## src/rtl/vchk_mem.sv

```systemverilog
// DEPTH x W vector memory: one synchronous write port, one asynchronous read port, no reset.
module vchk_mem #(
    parameter int unsigned DEPTH = 256,
    parameter int unsigned W     = 12
) (
    input  logic                     clk,
    input  logic                     we,
    input  logic [$clog2(DEPTH)-1:0] waddr,
    input  logic [W-1:0]             wdata,
    input  logic [$clog2(DEPTH)-1:0] raddr,
    output logic [W-1:0]             rdata
);

    logic [W-1:0] mem_q [DEPTH];

    always_ff @(posedge clk) begin
        if (we) mem_q[waddr] <= wdata;
    end

    assign rdata = mem_q[raddr];

endmodule

```

## config.mk

```make
export PLATFORM = sky130hd
export DESIGN_NAME = vchk_mem
export DESIGN_NICKNAME = d
export VERILOG_FILES = /design/src/rtl/vchk_mem.sv
export SDC_FILE = /design/constraint.sdc
export NUM_CORES = 2
export LEC_CHECK = 0
export ABC_AREA = 1
export CORE_ASPECT_RATIO = 0.8
export CORE_MARGIN = 2
export CORE_UTILIZATION = 35
export DETAILED_ROUTE_END_ITERATION = 10
export PLACE_DENSITY = 0.56
export SYNTH_ARGS = -nofsm -noshare
export SYNTH_HDL_FRONTEND = slang
export SYNTH_SLANG_ARGS = --single-unit
export TNS_END_PERCENT = 30
```

## constraint.sdc

```tcl
create_clock -name clk -period 2.68 [get_ports clk]
set_input_delay 0.536 -clock clk [delete_from_list [all_inputs] [get_ports clk]]
set_output_delay 0.536 -clock clk [all_outputs]
set_load 0.02 [all_outputs]
```

* Word-level counts from Yosys, hierarchy flattened *
Memories as Yosys holds them, arrays and structs flattened.
Cells that the tools add are included.

storage, ports and cells
  bits in registers = 0
  memory bits (writable) = 3072
  bits of input ports = 30
  memories = 1

memories
  name   depth  bits a word  read ports  clocked after Yosys merged registers in  write ports  line  source
  mem_q  256    12           1           0                                        1            14    logic [W-1:0] mem_q [DEPTH];

cells by class
  mux-type cells = 2

operator list
  cell              count
  1-bit 2-to-1 mux  2

* Logic depth before layout (Yosys ltp) *
  depth after elaboration = 2
  mapped depth = 15
  gate-level depth less buffers = 11

* Worst setup path after synthesis *
OpenSTA, ideal clock, no wires.

  path kind = in2out
  start point = in raddr[0]
  end point = out rdata[5]
  arrival = 1.850 ns
  data required time = 2.144 ns
  slack = 0.294 ns
  stages = 15
  cells stage by stage = buf_6 > inv_4 > buf_8 > buf_6 > buf_6 > nand2_1 > nand3_1 > nand3_1 > nand3_1 > nand3_1 > nand3_1 > nand3_1 > nand2_1 > nand2_1 > nand2_1

on the way
  longest elaborated chain between the ends = 1

ends and longest elaborated chain
  element                   line  source
  from (decl)               10    input logic [$clog2(DEPTH)-1:0] raddr,
  memory read 256 x 12 bit  --
  to (decl)                 11    output logic [W-1:0] rdata

No other way between the ends.

* Worst setup path in the final report *
  start point = in raddr[0]
  end point = out rdata[4]

The elaborated chain is that of the path after synthesis.

==> results <==
- The first-pass GRT wire length is between 500,000 and 600,000 microns.
- The unique cell type count in the Yosys netlist is 14.
- In this run the static leakage power is around 0.054 uW.
- The met1 track utilization from global routing is 0.318.
- Along the worst hold path, the cell count comes to 1.
- The cell area after placement is roughly 140,000 sq um.
- The floorplan step set the die width to around 670 microns.
- The number of placement rows is 195.
- The initial DRC count is ~12,000.
- The final number of max-transition violations is 0.
- The launch point of the worst hold path is wdata[3].
- The number of vias per cell after detailed routing is 5.41.
- Summed over all nets, the switching power comes to roughly 24,000 uW.
- The number of hold violations in the final report is 0.
- The register bank with the most flops is mem_q.
- The worst relative slew slack is 0.314.
- The die extent in y is 538 microns.
- STA classifies the critical path startpoint as an input pin.
- The share of total power dissipated in sequential elements is 0.511.
- The starting density of the core is 0.353.
- The required arrival time at the worst endpoint is about 2.1 ns.
- The relative contribution of the clock network to total power is 0.409.
- The final clock period utilization by the worst path is 1.24.
- The number of antenna violations at the first check in global routing is 17.
- The switching power share of the total is 0.231.
- The share of the Yosys chip area taken by registers is 0.740.
- Entering global routing, the biggest net connects approximately 110 pins.
- The area growth from synthesis to final layout is 22.1%.
- The die covers 361,000 sq um.
- The number of I/O port buffers is 41.
- The post-synthesis area per instance is about 12 sq um.
- The worst-case IR drop observed on VDD is around 510 uV.
- The placer congestion estimate is 0.890.
- Of the cells placed in the final design, the portion with a size suffix greater than 1 is 0.163.
- In this run the count of I/O pins placed on the die edge is between 40 and 50.
- The buffer type at the clock tree root is clkbuf_16.
- The total number of H-tree levels is 5.
- The antenna violation net count after detailed routing is 0.
- The final setup violation count is 12.
- The worst min-delay path category is input pin to flip-flop.
- The yosys synthesis warning count is 0.
- The via count of the first global-routing pass is slightly above 80,000.
- Of the total power, combinational logic draws 0.080.
- Setup repair after global routing could not meet its margin everywhere.
- The max-capacitance violation count is 0.
- The arrival time reported for the critical path endpoint is roughly 2.8 ns.
- Along the worst path, the maximum fanout reaches 21.
- Timing would allow up to 300 MHz.
- In the final routed layout, each cell accounts on average for about 25 microns.
- The checks that failed: setup timing.
- The total number of clock tree sinks is 3,072.
- The area inside the core boundary is between 300,000 and 400,000 sq um.
- The internal power contribution is 79,800 uW.
- The critical path is of the input pin to primary output type.
- Across all setup checks in the final design, the least slack found is -0.651 ns.
- The total power of the final layout is about 100,000 uW.
- The path with the worst hold slack has its endpoint at mem_q[109][3].
- The total congestion overflow is 0.
- The endpoint type of the worst setup path is a primary output.
- The number of nets handed over by synthesis was around 10,000.
- The met2 usage is 0.325.
- The met3 usage in global routing is 0.0400.
- After clock tree synthesis, the clock-pin slew on the worst setup and hold paths is roughly 0.05 ns.
- TritonCTS built the clock tree.
- Dividing total power by cell area gives a power density of 682 nW/um^2.
- The worst-case clock buffer depth is 4.
- The global routing stage identified its most utilized layer as met2.
- The first TritonRoute pass finished after 6 iterations.
- The largest registers in the layout are mem_q (3072).
- For this run, the total global-route usage over all layers was measured as 0.216.
- The sum of routed wire length over all layers is about 400,000 microns.
- The flip-flop count of the largest register, all copies and words added is between 3,000 and 4,000.
- The post-synthesis sequential element count is just over 3,000.
- The routed layout has between 80,000 and 90,000 vias.
- The shortest period the worst path allows is approximately 3.3 ns.
- The transition time at the pin with the least slew margin is a little over 1 ns.
- The half-perimeter wire length of the detailed placement result is around 250,000 microns.
- Synthesis produced 10,300 cells.
- The number of buffers inserted during clock tree synthesis is approximately 310.
- The DRC violations left is 0.
- The flow ran to the end, but the final reports show violations.
- In this run the cell area of the synthesized design comes to 125,000 sq um.
- At the placement stage, the worst setup path has a slack of -1.10 ns.
- The layout net count is ~11,000.
- The final instance area is about 150,000 sq um.
-- synth_stat cells --
cell type,instances,area (sq um)
inv_1,35,131
buf_6,98,1100
edfxtp_1,3072,92200
buf_2,423,2120
nor2_1,283,1060
buf_8,2,30.0
clkinv_1,2,7.51
nand3_1,3027,15100
buf_4,50,375
inv_4,1,6.26
buf_1,19,71.3
clkbuf_1,119,447
inv_2,1,3.75
nand2_1,3167,11900
-- layer usage --
metal	vias to the layer above	part of all wire	wire, microns
met3	638	0.11	42300
li1	38200	-	-
met2	4550	0.44	175000
met4	0	0.033	13200
met5	-	0	0
met1	43100	0.42	170000
-- placed cells by master, fill, tap and decap left out, types with 55 or more instances in the layout --
master        n
clkbuf_1     68
edfxtp_1   3072
clkinv_1     59
nand3_2     224
nor2_1      283
clkinv_2     55
nand2_1    3125
buf_12      291
buf_16       56
buf_4       668
clkbuf_16   326
nand3_1    2767
-- power by group through the flow --
stage | Clock, uW | Combinational (uW) | Sequential [uW]
floorplan | 0 | 3380 | 54000
global placement | 0 | 7260 | 54000
detailed placement | 0 | 7320 | 54000
CTS | 42900 | 8090 | 53000
global route | 44700 | 8770 | 52900
finish | 42400 | 8290 | 53000
-- layout make-up --
class,count,area [sq um]
fillers,31800,201000
flip-flops and latches,3072,92200
multi-input cells,6477,29800
repair buffers,1122,14200
clock buffers,391,8340
well taps,4728,5920
clock inverters,151,1330
inverters,39,209
repair inverters,4,67.6
diodes,5,12.5
-- how the worst max path moves through the flow --
stage	from	endpoint	cells past startpoint
detailed placement	raddr[0]	rdata[4]	16
CTS	raddr[0]	rdata[2]	16
global placement	raddr[0]	rdata[4]	16
global route	raddr[0]	rdata[4]	16
floorplan	raddr[0]	rdata[5]	15
finish	raddr[0]	rdata[4]	16
-- through the flow --
step	util	hold slack (ns)	std cells	setup TNS [ns]
global placement	0.391	0.933	15300	-92.95
floorplan	-	0.635	10300	0
detailed placement	0.391	0.936	15300	-80.46
global route	0.430	0.0368	16000	-7.84
CTS	0.428	0.00572	16000	-6.90
finish	0.430	0.0611	16000	-7.33
-- worst max-delay path: stages --
cell and delay, ns:
buf_16 0.17, clkinv_16 0.16, buf_16 0.20, buf_12 0.17, buf_12 0.15, nand2_1 0.07, nand3_1 0.10, nand3_1 0.13
nand3_2 0.14, nand3_1 0.14, nand3_2 0.15, nand3_4 0.15, nand2_1 0.06, nand2_1 0.10, nand2_4 0.10, buf_4 0.17
-- cells by family (layout without fill, tap and decap cells) --
logic type             count (synthesis)  in the layout  share of synthesized area
flip-flops                          3072           3072                      0.740
other                                  0              5                          0
AND/OR/NAND/NOR                     6477           6477                      0.225
buffers and inverters                750           1707                     0.0344
-- repair_timing --
item	in CTS	in global routing
hold endpoints to repair	14	0
endpoints found under the setup margin	12	12
cloned	40	3
pin swaps	28	16
gates resized for setup	400	92
hold buffers	3	0
setup buffers	36	13
Note: power is estimated with default switching activity, not from simulation.
